[config.mk]
export PLATFORM = sky130hd
export DESIGN_NAME = jk_bank_controller_flat
export DESIGN_NICKNAME = d
export VERILOG_FILES = /design/src/rtl/jk_ctrl_pkg.sv /design/src/rtl/jk_bank_controller_if.sv /design/src/rtl/jk_cell.sv /design/src/rtl/jk_bank_controller.sv /design/src/flat_wrapper.sv
export SDC_FILE = /design/constraint.sdc
export NUM_CORES = 1
export LEC_CHECK = 0
export ABC_AREA = 1
export ABC_CLOCK_PERIOD_IN_PS = 2970
export BUFFER_PORTS_ARGS = -buffer_cell sky130_fd_sc_hd__buf_2
export CORE_UTILIZATION = 57
export DETAILED_ROUTE_END_ITERATION = 10
export GPL_TIMING_DRIVEN = 1
export PLACE_DENSITY = 0.85
export SYNTH_ARGS = -nofsm -noshare
export SYNTH_HDL_FRONTEND = slang
export SYNTH_SLANG_ARGS = --single-unit
[constraint.sdc]
create_clock -name clk -period 2.97 [get_ports clk]
set_input_delay 0.1485 -clock clk [delete_from_list [all_inputs] [get_ports clk]]
set_output_delay 0.1485 -clock clk [all_outputs]
set_load 0.02 [all_outputs]
[src/rtl/jk_ctrl_pkg.sv]
// Shared op-codes, state encoding and field widths for the JK bank controller.
package jk_ctrl_pkg;

  localparam int unsigned OP_W = 3;

  localparam logic [OP_W-1:0] OP_HOLD   = 3'd0;
  localparam logic [OP_W-1:0] OP_SET    = 3'd1;
  localparam logic [OP_W-1:0] OP_CLEAR  = 3'd2;
  localparam logic [OP_W-1:0] OP_TOGGLE = 3'd3;
  localparam logic [OP_W-1:0] OP_UP     = 3'd4;
  localparam logic [OP_W-1:0] OP_DOWN   = 3'd5;

  typedef enum logic [1:0] {
    S_IDLE  = 2'd0,
    S_EXEC  = 2'd1,
    S_COUNT = 2'd2
  } state_e;

  // Count ops carry a step count; everything else is a single-cycle EXEC.
  function automatic logic is_count_op(input logic [OP_W-1:0] op);
    return (op == OP_UP) || (op == OP_DOWN);
  endfunction

endpackage

[src/rtl/jk_bank_controller_if.sv]
// Command handshake and bank status bundle between a stimulus source and the controller.
interface jk_bank_controller_if #(
  parameter int unsigned WIDTH = 4,
  parameter int unsigned CNT_W = 8
);
  logic             cmd_valid;
  logic             cmd_ready;
  logic [2:0]       cmd_op;
  logic [WIDTH-1:0] cmd_mask;
  logic [CNT_W-1:0] cmd_steps;
  logic [WIDTH-1:0] q;
  logic [WIDTH-1:0] qbar;
  logic             busy;
  logic             done;

  modport master (
    output cmd_valid, cmd_op, cmd_mask, cmd_steps,
    input  cmd_ready, q, qbar, busy, done
  );

  modport slave (
    input  cmd_valid, cmd_op, cmd_mask, cmd_steps,
    output cmd_ready, q, qbar, busy, done
  );
endinterface

[src/rtl/jk_cell.sv]
// Single JK flip-flop: 00 hold, 01 reset, 10 set, 11 toggle; sync active-high reset.
module jk_cell (
  input  logic clk,
  input  logic reset,
  input  logic j,
  input  logic k,
  output logic q,
  output logic qbar
);
  logic q_q;
  logic q_d;
  logic qbar_q;

  always_comb begin
    q_d = q_q;
    unique case ({j, k})
      2'b01:   q_d = 1'b0;
      2'b10:   q_d = 1'b1;
      2'b11:   q_d = ~q_q;
      default: q_d = q_q;
    endcase
  end

  // qbar gets its own flop loaded with the complement so it tracks q edge for edge.
  always_ff @(posedge clk) begin
    if (reset) begin
      q_q    <= 1'b0;
      qbar_q <= 1'b1;
    end else begin
      q_q    <= q_d;
      qbar_q <= ~q_d;
    end
  end

  assign q    = q_q;
  assign qbar = qbar_q;
endmodule

[src/rtl/jk_bank_controller.sv]
// Command sequencer for a bank of JK cells: masked set/clear/toggle/hold and N-step up/down counts.
module jk_bank_controller
  import jk_ctrl_pkg::*;
#(
  parameter int unsigned WIDTH = 4,
  parameter int unsigned CNT_W = 8
) (
  input  logic                 clk,
  input  logic                 reset,
  jk_bank_controller_if.slave  bus
);
  state_e           state_q, state_d;
  logic [OP_W-1:0]  op_q, op_d;
  logic [WIDTH-1:0] mask_q, mask_d;
  logic [CNT_W-1:0] remaining_q, remaining_d;
  logic             done_q, done_d;
  logic             busy_q, busy_d;
  logic             ready_q, ready_d;
  logic             accept;
  logic [WIDTH-1:0] j, k, tgl;
  logic [WIDTH-1:0] q_w, qbar_w;

  assign accept = bus.cmd_valid & ready_q;

  // State register and command/status registers.
  always_ff @(posedge clk) begin
    if (reset) begin
      state_q     <= S_IDLE;
      op_q        <= OP_HOLD;
      mask_q      <= '0;
      remaining_q <= '0;
      done_q      <= 1'b0;
      busy_q      <= 1'b0;
      ready_q     <= 1'b0;
    end else begin
      state_q     <= state_d;
      op_q        <= op_d;
      mask_q      <= mask_d;
      remaining_q <= remaining_d;
      done_q      <= done_d;
      busy_q      <= busy_d;
      ready_q     <= ready_d;
    end
  end

  // Next-state logic.
  always_comb begin
    state_d = state_q;
    unique case (state_q)
      S_IDLE: begin
        if (accept) begin
          if (is_count_op(bus.cmd_op) && (bus.cmd_steps != '0)) state_d = S_COUNT;
          else                                                   state_d = S_EXEC;
        end
      end
      S_EXEC:  state_d = S_IDLE;
      S_COUNT: if (remaining_q == CNT_W'(1)) state_d = S_IDLE;
      default: state_d = S_IDLE;
    endcase
  end

  // Command capture, status outputs and J/K decode from registered state only.
  always_comb begin
    op_d        = op_q;
    mask_d      = mask_q;
    remaining_d = remaining_q;
    done_d      = 1'b0;
    j           = '0;
    k           = '0;
    tgl         = '0;

    // Count carry chain: bit i toggles when all lower bits are 1 (up) or 0 (down).
    tgl[0] = 1'b1;
    for (int i = 1; i < int'(WIDTH); i++) begin
      tgl[i] = tgl[i-1] & ((op_q == OP_UP) ? q_w[i-1] : ~q_w[i-1]);
    end

    unique case (state_q)
      S_IDLE: begin
        if (accept) begin
          mask_d      = bus.cmd_mask;
          remaining_d = bus.cmd_steps;
          // Zero-step counts and reserved codes collapse to HOLD.
          if (bus.cmd_op > OP_DOWN || (is_count_op(bus.cmd_op) && bus.cmd_steps == '0))
            op_d = OP_HOLD;
          else
            op_d = bus.cmd_op;
        end
      end
      S_EXEC: begin
        done_d      = 1'b1;
        remaining_d = '0;
        unique case (op_q)
          OP_SET:    j = mask_q;
          OP_CLEAR:  k = mask_q;
          OP_TOGGLE: begin
            j = mask_q;
            k = mask_q;
          end
          default: ;
        endcase
      end
      S_COUNT: begin
        j           = tgl;
        k           = tgl;
        remaining_d = remaining_q - CNT_W'(1);
        done_d      = (remaining_q == CNT_W'(1));
      end
      default: ;
    endcase

    busy_d  = (state_d != S_IDLE);
    ready_d = (state_d == S_IDLE);
  end

  for (genvar g = 0; g < int'(WIDTH); g++) begin : g_cell
    jk_cell u_cell (
      .clk  (clk),
      .reset(reset),
      .j    (j[g]),
      .k    (k[g]),
      .q    (q_w[g]),
      .qbar (qbar_w[g])
    );
  end

  assign bus.q         = q_w;
  assign bus.qbar      = qbar_w;
  assign bus.busy      = busy_q;
  assign bus.done      = done_q;
  assign bus.cmd_ready = ready_q;
endmodule

[src/flat_wrapper.sv]
// flat-port wrapper written by rule: the top's interface ports become plain ports
module jk_bank_controller_flat import jk_ctrl_pkg::*;
#(
  parameter int unsigned WIDTH = 4,
  parameter int unsigned CNT_W = 8
)
  (clk, reset, bus_cmd_valid, bus_cmd_op, bus_cmd_mask, bus_cmd_steps, bus_cmd_ready, bus_q, bus_qbar, bus_busy, bus_done);
  jk_bank_controller_if #(.WIDTH(WIDTH), .CNT_W(CNT_W)) bus_i ();
  input  logic clk;
  input  logic reset;
  input wire logic [$bits(bus_i.cmd_valid)-1:0] bus_cmd_valid;
  input wire logic [$bits(bus_i.cmd_op)-1:0] bus_cmd_op;
  input wire logic [$bits(bus_i.cmd_mask)-1:0] bus_cmd_mask;
  input wire logic [$bits(bus_i.cmd_steps)-1:0] bus_cmd_steps;
  output wire logic [$bits(bus_i.cmd_ready)-1:0] bus_cmd_ready;
  output wire logic [$bits(bus_i.q)-1:0] bus_q;
  output wire logic [$bits(bus_i.qbar)-1:0] bus_qbar;
  output wire logic [$bits(bus_i.busy)-1:0] bus_busy;
  output wire logic [$bits(bus_i.done)-1:0] bus_done;
  assign bus_i.cmd_valid = bus_cmd_valid;
  assign bus_i.cmd_op = bus_cmd_op;
  assign bus_i.cmd_mask = bus_cmd_mask;
  assign bus_i.cmd_steps = bus_cmd_steps;
  assign bus_cmd_ready = bus_i.cmd_ready;
  assign bus_q = bus_i.q;
  assign bus_qbar = bus_i.qbar;
  assign bus_busy = bus_i.busy;
  assign bus_done = bus_i.done;
  jk_bank_controller #(.WIDTH(WIDTH), .CNT_W(CNT_W)) u_core (.clk(clk), .reset(reset), .bus(bus_i));
endmodule
==> flow_metrics.env, run 1 <==
export IMPL_status="completed"
export IMPL_synthToLayoutAreaGrowth_pct=9.12
export IMPL_cts_sinks=28
export IMPL_hpwl_um=2500
export IMPL_nets=285
export IMPL_slew_violations=0
export IMPL_fillerInstances=246
export IMPL_drt_iter0_markers=44
export IMPL_drc=0
export IMPL_yosysSeqAreaShare_pct=35.2
export IMPL_yosysMostFrequentCell="nand2_1"
export IMPL_maxCapViolCount=0
export IMPL_min_period_over_period_pct=66.3
export IMPL_clkLatencyLatePin_ns=0.33
export IMPL_root_buffer="clkbuf_4"
export IMPL_synth_fa_ha_area_share_pct=4.72
export IMPL_crit_fanout=11
export IMPL_ys_flop_type="dfxtp_1"
export IMPL_cts_resized=0
export IMPL_synth_nets=262
export IMPL_synth_area_top_cells="dfxtp_1 35%, nand2_1 12%, nor2_1 7.8%"
export IMPL_p_total_uw=820
export IMPL_clk_pin_slew_ns=0.15
export IMPL_hp_class="in2reg"
export IMPL_finalInstanceArea_um2=1740
export IMPL_synth_edf_count=0
export IMPL_crit_required_ns=3.25
export IMPL_grt_setup_unrepaired="false"
export IMPL_fin_crit_ns=1.97
export IMPL_finalHoldViolCount=0
export IMPL_syn_avg_cell_area_um2=6.69
export IMPL_r2r_start="u_core.state_q[0]"
export IMPL_antenna_found_initial=0
export IMPL_yosys_warnings=0
export IMPL_r2r_cells=8
export IMPL_timing_rr_end="u_core.g_cell[2].u_cell.q"
export IMPL_hold_end="u_core.mask_q[2]"
export IMPL_grt_pass1_wl_um=5730
export IMPL_fin_setup_tns_ns=0
export IMPL_die_area_um2=3010
export IMPL_gr_total_overflow=0
export IMPL_place_gp_congestion=0.885
export IMPL_rows=18
export IMPL_ir_worst_vdd_mv=0.334
export IMPL_holdWs_ns=0.0269
export IMPL_syn_cell_area_um2=1590
export IMPL_skew_ns=0.00503
export IMPL_synth_compound_area_share_pct=14.9
export IMPL_dieHeight_um=54.8
export IMPL_synth_seq_cells=28
export IMPL_start_kind="flop"
export IMPL_synth_simple_area_share_pct=33.3
export IMPL_via_per_inst=5.34
export IMPL_synth_common_cells="50 x nand2_1, 33 x nor2_1, 28 x dfxtp_1"
export IMPL_track_usage_pct=26.7
export IMPL_clock_fmax_ghz=0.508
export IMPL_yosysTopAreaCell="dfxtp_1"
export IMPL_p_per_area_nw_per_um2=472
export IMPL_grt_start_max_net_pins=25
export IMPL_vias=1548
export IMPL_synth_top_family_by_area="simple AND/OR/NAND/NOR gates"
export IMPL_arrival_ns=2.25
export IMPL_port_buffers=28
export IMPL_n_antenna_cell=0
export IMPL_io_pins=29
export IMPL_synth_async_sr_flop_share_pct=0
export IMPL_cts_buffers=3
export IMPL_whs_path_depth=3
export IMPL_path_class="reg2reg"
export IMPL_dp_slack_ns=1.06
export IMPL_die_x_um=54.8
export IMPL_initial_core_util_pct=62.0
export IMPL_power_leakage_uw=0.000844
export IMPL_clk_path_buf_depth=2
export IMPL_drive_gt1_share_pct=15.8
export IMPL_synth_cell_types=25
export IMPL_cts_max_level=1
export IMPL_design_core_area_um2=2570
export IMPL_wirelength_um=3360
export IMPL_post_drt_wl_per_cell_um=11.6
export IMPL_worstHoldStart="bus_cmd_mask[2]"
export IMPL_finalSetupViolCount=0
export IMPL_antenna_left=0
export IMPL_end_kind="flop"
export IMPL_synth_mux_area_fraction_pct=0
export IMPL_r2r_slack_ns=1.0
export IMPL_grt_pass1_vias=1303
export IMPL_tritoncts="built"
export IMPL_syn_inst=238
export IMPL_tightest_slew_ns=0.662
export IMPL_dr_pass1_iters=4
export IMPL_fin_ws_ns=1.00
export IMPL_synth_xor_area_share_pct=0
export IMPL_maxSlewHeadroom_pct=55.8
export IMPL_place_area_um2=1690
export IMPL_synth_top_cell_area_share_pct=35.2
stage by stage:
step / instances / utilization (%)
after floorplan: 238 / -
after CTS: 290 / 67.6
after detailed placement: 285 / 65.8
after global placement: 285 / 65.8
final: 290 / 67.6
after global routing: 290 / 67.6
worst max-delay path: stages (launching register included):
cell and delay, ns:
dfxtp_1 0.44, inv_1 0.09, ha_1 0.49, clkinv_1 0.34, nor3_1 0.27, nor2_1 0.06, nand2_1 0.08, nand2_1 0.05
nor2_1 0.10
where the power goes:
group	switching, uW	internal (uW)
clock network	115	75.1
logic	129	68.3
registers	26.3	406
total	270	549
flip-flops by register name, summed over array words and instances, names as in the netlist:
name,cells
u_core.remaining_q,8
u_core.g_cell.u_cell.q,4
u_core.g_cell.u_cell.qbar,4
u_core.mask_q,4
u_core.op_q,3
u_core.state_q,2
u_core.bus.busy,1
u_core.bus.cmd_ready,1
u_core.bus.done,1
cells in the final DEF (no fill, tap or decap), types with 2 or more instances in the layout:
cell type  Yosys  routed
nor3_1         2       2
dfxtp_1       28      28
clkbuf_4       1       3
a31oi_1        2       2
ha_1           6       6
nand3_1       20      20
inv_1         27      27
nand2_1       50      50
o21bai_1       3       3
nand4_1        6       6
a21oi_1       17      17
nor2_2         3       3
nand2_2        2       2
buf_2          0      28
nor2_4         2       2
nor2_1        33      33
o21ai_0       19      19
cells by family after synthesis:
kind of cell	Yosys count
buffers and inverters	40
AOI/OAI and AO/OA	44
and+or+nand+nor	120
adders and majority gates	6
DFF	28
how the worst max path moves through the flow:
stage	from	to	slack (ns)	cells after the start
final	u_core.state_q[0]	u_core.g_cell[2].u_cell.q	1.0	8
after global routing	u_core.state_q[0]	u_core.g_cell[0].u_cell.q	0.80	6
after CTS	u_core.state_q[0]	u_core.g_cell[2].u_cell.q	1.03	8
after detailed placement	u_core.state_q[0]	u_core.g_cell[2].u_cell.qbar	1.06	7
after global placement	u_core.state_q[0]	u_core.g_cell[2].u_cell.qbar	1.15	7
after floorplan	u_core.state_q[0]	u_core.remaining_q[2]	1.51	9
repair_timing:
action	CTS	global route
hold buffers	1	0
endpoints found under the hold margin	1	0
buffers inserted	0	0
routing by layer:
metal  wire (um)  vias up  global-route usage [%]
li1            -      815                       -
met1        1680      678                    38.0
met2        1430       50                    40.6
met3         202        5                    3.33
met4          46        0                    9.83
met5           0        -                       0
cell type report:
type / instances / area (um^2) / area share, %
flip-flops and latches: 28 / 561 / 32.3
repair buffers: 29 / 150 / 8.65
inverters: 29 / 109 / 6.27
well taps: 30 / 37.5 / 2.16
multi-input cells: 170 / 843 / 48.6
clock buffers: 4 / 36.3 / 2.09
Power figures use the tool's default switching activity.
==> run 2, diff against run 1 <==
--- a/config.mk
+++ b/config.mk
@@ -5,13 +5,13 @@
 export SDC_FILE = /design/constraint.sdc
 export NUM_CORES = 1
 export LEC_CHECK = 0
-export ABC_AREA = 1
-export ABC_CLOCK_PERIOD_IN_PS = 2970
+export ABC_AREA = 0
+export ABC_CLOCK_PERIOD_IN_PS = 1940
 export BUFFER_PORTS_ARGS = -buffer_cell sky130_fd_sc_hd__buf_2
-export CORE_UTILIZATION = 57
+export CORE_UTILIZATION = 54
 export DETAILED_ROUTE_END_ITERATION = 10
 export GPL_TIMING_DRIVEN = 1
-export PLACE_DENSITY = 0.85
+export PLACE_DENSITY = 0.82
 export SYNTH_ARGS = -nofsm -noshare
 export SYNTH_HDL_FRONTEND = slang
 export SYNTH_SLANG_ARGS = --single-unit
==> constraint.sdc (replaced) <==
create_clock -name clk -period 1.94 [get_ports clk]
set_input_delay 0.097 -clock clk [delete_from_list [all_inputs] [get_ports clk]]
set_output_delay 0.097 -clock clk [all_outputs]
set_load 0.02 [all_outputs]
==> flow_metrics.env, run 2 <==
export IMPL_regMostFlops="u_core.remaining_q"
export IMPL_slew_violations=0
export IMPL_worstHoldStart="bus_cmd_op[0]"
export IMPL_nets=227
export IMPL_yosysSeqAreaShare_pct=37.3
export IMPL_yosysTopAreaCell="dfxtp_1"
export IMPL_root_buffer="clkbuf_4"
export IMPL_wirelength_um=3430
export IMPL_n_antenna_cell=0
export IMPL_syn_inst=181
export IMPL_via_per_inst=6.03
export IMPL_p_per_area_nw_per_um2=745
export IMPL_min_period_over_period_pct=92.1
export IMPL_cts_sinks=28
export IMPL_maxSlewHeadroom_pct=62.7
export IMPL_place_gp_congestion=0.886
export IMPL_end_kind="flop"
export IMPL_grt_start_max_net_pins=27
export IMPL_synth_edf_count=0
export IMPL_synth_area_top_cells="dfxtp_1 37%, a21oi_1 6.3%, ha_1 5.0%"
export IMPL_synth_cell_types=44
export IMPL_antenna_found_initial=0
export IMPL_dr_pass1_iters=5
export IMPL_clk_path_buf_depth=2
export IMPL_finalSetupViolCount=0
export IMPL_fillerInstances=238
export IMPL_rows=18
export IMPL_multi_input_area_um2=818
export IMPL_fin_ws_ns=0.152
export IMPL_synth_seq_cells=28
export IMPL_yosys_warnings=0
export IMPL_grt_pass1_wl_um=5680
export IMPL_cts_buffers=3
export IMPL_ir_worst_vdd_mv=0.433
export IMPL_clk_pin_slew_ns=0.15
export IMPL_initial_core_util_pct=59.1
export IMPL_crit_required_ns=2.16
export IMPL_gr_total_overflow=0
export IMPL_grt_pass1_vias=1331
export IMPL_final_common_cell="buf_2"
export IMPL_holdWs_ns=0.0338
export IMPL_die_x_um=54.8
export IMPL_port_buffers=28
export IMPL_finalInstanceArea_um2=1700
export IMPL_path_class="reg2reg"
export IMPL_status="completed"
export IMPL_mostFrequentLayoutCells="28 x buf_2, 26 x dfxtp_1, 19 x a21oi_1"
export IMPL_crit_start="u_core.state_q[0]"
export IMPL_drc=0
export IMPL_syn_cell_area_um2=1500
export IMPL_fin_setup_tns_ns=0
export IMPL_crit_fanout=9
export IMPL_hp_class="in2reg"
export IMPL_tritoncts="built"
export IMPL_dieHeight_um=54.8
export IMPL_r2r_start="u_core.state_q[0]"
export IMPL_dp_slack_ns=0.0948
export IMPL_tightest_slew_ns=0.559
export IMPL_clock_fmax_ghz=0.559
export IMPL_place_area_um2=1600
export IMPL_drt_iter0_markers=33
export IMPL_synth_async_sr_flop_share_pct=0
export IMPL_start_kind="flop"
export IMPL_finalHoldViolCount=0
export IMPL_grt_setup_unrepaired="false"
export IMPL_die_area_um2=3000
export IMPL_yosysMostFrequentCell="dfxtp_1"
export IMPL_track_usage_pct=26.3
export IMPL_drive_gt1_share_pct=21.3
export IMPL_largest_register_ff_count=8
export IMPL_cts_max_level=1
export IMPL_synth_nets=205
export IMPL_vias=1398
export IMPL_antenna_left=0
export IMPL_post_drt_wl_per_cell_um=14.8
export IMPL_synth_top_cell_area_share_pct=37.3
export IMPL_design_core_area_um2=2540
export IMPL_io_pins=29
export IMPL_register_area_um2=563
export IMPL_cts_setup_buffers=0
export IMPL_arrival_ns=2.01
export IMPL_synthToLayoutAreaGrowth_pct=12.8
export IMPL_fin_crit_ns=1.79
export IMPL_syn_avg_cell_area_um2=8.31
export IMPL_power_leakage_uw=0.000669
export IMPL_ys_flop_type="dfxtp_1"
export IMPL_synth_common_cells="28 x dfxtp_1, 19 x a21oi_1, 18 x nand2_1"
export IMPL_clkLatencyLatePin_ns=0.33
export IMPL_hpwl_um=2520
export IMPL_maxCapViolCount=0
export IMPL_skew_ns=0.00209
run 2: cell types whose count changed after synthesis, sizes merged, moves of 4 or more:
cell    previous run  this run
a211oi             0         6
clkbuf             2         6
inv               28         8
nand2             52        18
nand3             21         3
nand4              6         1
nor2              38        11
nor3b              0         4
o21a               0         4
o21ai             19        11
run 2: worst max-delay path, stage by stage (launching register included):
cell and delay (ns):
dfxtp_2 0.40, inv_1 0.07, ha_2 0.39, and2_1 0.33
nand4_1 0.14, a31oi_1 0.23, o21ai_0 0.13
run 2: cell type report:
type / count / share of cell area [%]
Sequential cell: 28 / 33.2
Multi-Input combinational cell: 128 / 48.2
Tap cell: 30 / 2.21
Clock inverter: 1 / 1.77
Inverter: 8 / 1.77
Clock buffer: 3 / 1.33
Timing Repair Buffer: 34 / 11.5
run 2: final timing paths:
kind                                                endpoint  slack [ns]  cells past startpoint
worst max register to register  u_core.g_cell[2].u_cell.qbar        0.15                      6
worst min-delay path                          u_core.op_q[0]        0.03                      3
worst max-delay path            u_core.g_cell[2].u_cell.qbar        0.15                      6
worst min register to register              u_core.mask_q[0]        0.49                      2
run 2: cell families after synthesis:
logic type | after synthesis | share of synthesized area (%)
xor gates and xnor gates | 1 | 0.582
adders and majority gates | 6 | 4.99
AOI/OAI and AO/OA | 58 | 25.0
DFF | 28 | 37.3
muxes | 2 | 1.33
and+or+nand+nor | 61 | 22.3
buffers and inverters | 25 | 8.49
run 2: report_power, final:
group	switching (uW)	internal, uW
sequential	29.9	609
clock	175	209
combinational	141	100
run 2: repair_timing:
action,4_1_cts,5_1_grt
resized for setup,0,4
hold buffers,4,0
hold endpoints to repair,4,0
setup endpoints to repair,0,6
run 2: metrics by stage:
| stage | utilization, % | power, uW | cells |
|---|---|---|---|
| global placement | 62.8 | 866 | 224 |
| global route | 66.7 | 1330 | 232 |
| detailed placement | 62.8 | 879 | 224 |
| finish | 66.7 | 1260 | 232 |
| floorplan | - | 807 | 181 |
| CTS | 66.5 | 1270 | 232 |
run 2: layer usage:
layer,track usage [%],routed length (um)
met5,0,0
met4,9.83,22
met3,3.33,170
met2,43.8,1620
met1,34.2,1620
==> run 3, diff against run 2 <==
--- a/config.mk
+++ b/config.mk
@@ -12,6 +12,7 @@
 export DETAILED_ROUTE_END_ITERATION = 10
 export GPL_TIMING_DRIVEN = 1
 export PLACE_DENSITY = 0.82
+export SETUP_SLACK_MARGIN = 0.5
 export SYNTH_ARGS = -nofsm -noshare
 export SYNTH_HDL_FRONTEND = slang
 export SYNTH_SLANG_ARGS = --single-unit
==> flow_metrics.env, run 3 (synthesis gave the netlist of run 2 again) <==
export IMPL_status="completed"
export IMPL_io_pins=29
export IMPL_timing_rr_end="u_core.remaining_q[7]"
export IMPL_port_buffers=28
export IMPL_worstHoldStart="bus_cmd_op[0]"
export IMPL_hpwl_um=2530
export IMPL_antenna_left=0
export IMPL_seqPwrFrac_pct=45.4
export IMPL_p_per_area_nw_per_um2=678
export IMPL_wirelength_um=5150
export IMPL_tightest_slew_ns=0.522
export IMPL_place_area_um2=1640
export IMPL_grt_pass1_vias=1487
export IMPL_crit_path_frequent_cell="a211oi_2"
export IMPL_track_usage_pct=33.8
export IMPL_die_x_um=54.8
export IMPL_pwr_share_comb_pct=27.4
export IMPL_drc=0
export IMPL_root_buffer="clkbuf_4"
export IMPL_cts_sinks=28
export IMPL_clkLatencyLatePin_ns=0.34
export IMPL_p_int_uw=996
export IMPL_fin_crit_ns=1.69
export IMPL_r2r_slack_ns=0.25
export IMPL_min_period_over_period_pct=87.1
export IMPL_r2r_cells=5
export IMPL_via_per_inst=6.75
export IMPL_antenna_found_initial=0
export IMPL_place_gp_congestion=0.843
export IMPL_crit_required_ns=2.17
export IMPL_use_met1_pct=40.2
export IMPL_cts_buffers=3
export IMPL_finalInstanceArea_um2=2110
export IMPL_synthToLayoutAreaGrowth_pct=40.3
export IMPL_switching_share_pct=30.4
export IMPL_crit_chain="buf_6, or4_4, o211a_1, a211oi_2, a211oi_2"
export IMPL_ir_worst_vdd_mv=0.710
export IMPL_switchingPower_uw=435
export IMPL_grt_util_met3_pct=9.17
export IMPL_hold_end="u_core.op_q[0]"
export IMPL_vias=1721
export IMPL_arrival_ns=1.92
export IMPL_drive_gt1_share_pct=45.8
export IMPL_slowest_stage="or4_4"
export IMPL_post_drt_wl_per_cell_um=20.2
export IMPL_end_kind="flop"
export IMPL_clock_fmax_ghz=0.592
export IMPL_skew_ns=0.0109
export IMPL_r2r_start="u_core.remaining_q[1]"
export IMPL_hp_class="in2reg"
export IMPL_nets=250
export IMPL_maxSlewHeadroom_pct=65.2
export IMPL_mostFrequentLayoutCells="28 x buf_2, 19 x dfxtp_1, 17 x a21oi_1, 17 x nand2_1, 16 x buf_4"
export IMPL_fin_setup_tns_ns=0
export IMPL_regMostFlops="u_core.remaining_q"
export IMPL_drt_iter0_markers=87
export IMPL_path_class="reg2reg"
export IMPL_n_antenna_cell=0
export IMPL_grt_setup_unrepaired="true"
export IMPL_slew_violations=0
export IMPL_clk_path_buf_depth=2
export IMPL_crit_fanout=4
export IMPL_cts_max_level=1
export IMPL_power_leakage_uw=0.000853
export IMPL_finalHoldViolCount=0
export IMPL_grt_use_met2_pct=54.0
export IMPL_grt_start_max_net_pins=27
export IMPL_initial_core_util_pct=59.1
export IMPL_dr_pass1_iters=4
export IMPL_whs_path_depth=3
export IMPL_grt_busiest_layer="met2"
export IMPL_die_area_um2=3000
export IMPL_largest_register_ff_count=8
export IMPL_clk_pin_slew_ns=0.16
export IMPL_finalSetupViolCount=0
export IMPL_fillerInstances=130
export IMPL_maxCapViolCount=0
export IMPL_p_clk_share_pct=27.2
export IMPL_rows=18
export IMPL_max_stage_delay_ns=0.57
export IMPL_grt_pass1_wl_um=7000
export IMPL_gr_total_overflow=0
export IMPL_start_kind="flop"
export IMPL_tritoncts="built"
export IMPL_final_common_cell="buf_2"
export IMPL_design_core_area_um2=2540
export IMPL_dieHeight_um=54.8
==> run 3: through the flow <==
stage | cells | hold slack, ns | util (%) | power (uW) | worst slack, ns
2_1_floorplan | 181 | 0.233 | - | 838 | 0.314
3_3_place_gp | 223 | 0.337 | 64.6 | 885 | 0.331
3_5_place_dp | 223 | 0.345 | 64.6 | 900 | 0.295
4_1_cts | 246 | 0.0272 | 76.6 | 1340 | 0.312
5_1_grt | 255 | 0.0144 | 82.9 | 1480 | 0.162
6_report | 255 | 0.0371 | 82.9 | 1430 | 0.250
==> run 3: worst max path at each step <==
stage,startpoint,endpoint,slack (ns),cells after the start
2_1_floorplan,u_core.state_q[1],u_core.g_cell[1].u_cell.qbar,0.31,7
3_3_place_gp,u_core.remaining_q[1],u_core.bus.busy,0.33,6
3_5_place_dp,u_core.remaining_q[1],u_core.bus.busy,0.30,6
4_1_cts,u_core.remaining_q[1],u_core.bus.busy,0.31,6
5_1_grt,u_core.state_q[0],u_core.remaining_q[4],0.16,7
6_report,u_core.remaining_q[1],u_core.remaining_q[7],0.25,5
==> run 3: worst max-delay path, delay by kind of cell, from the launching register on <==
family	cells	cell delay [ns]
AND/OR/NAND/NOR	1	0.57
AO/OA/AOI/OAI	3	0.54
flip-flops	1	0.36
buffers and inverters	1	0.11
==> run 3: metal layers <==
| layer | share of wire (%) | vias up | routed length, um |
|---|---|---|---|
| met1 | 37 | 786 | 1900 |
| met4 | 6.3 | 0 | 326 |
| li1 | - | 739 | - |
| met2 | 46 | 152 | 2370 |
| met5 | 0 | - | 0 |
| met3 | 11 | 44 | 551 |
==> run 3: final cells by class <==
cell class	count	area, um^2	share of cell area (%)
Clock inverter	1	30.0	1.42
Sequential cell	28	579	27.4
Multi-Input combinational cell	129	1010	47.9
Clock buffer	3	22.5	1.07
Tap cell	30	37.5	1.78
Inverter	8	36.3	1.72
Timing Repair Buffer	56	394	18.7
==> run 3: power groups by stage <==
stage          Sequential [uW]  Combinational (uW)  Clock, uW
6_report                   650                 393        389
3_5_place_dp               655                 246          0
3_3_place_gp               652                 233          0
5_1_grt                    654                 409        414
2_1_floorplan              652                 186          0
4_1_cts                    643                 317        385
==> run 3: timing repair <==
| action | CTS | global route |
|---|---|---|
| pin swaps | 15 | 9 |
| resized for setup | 32 | 22 |
| cloned | 1 | 0 |
| buffers inserted | 14 | 9 |
| hold endpoints to repair | 4 | 0 |
| hold buffers | 4 | 0 |
| setup endpoints to repair | 20 | 22 |
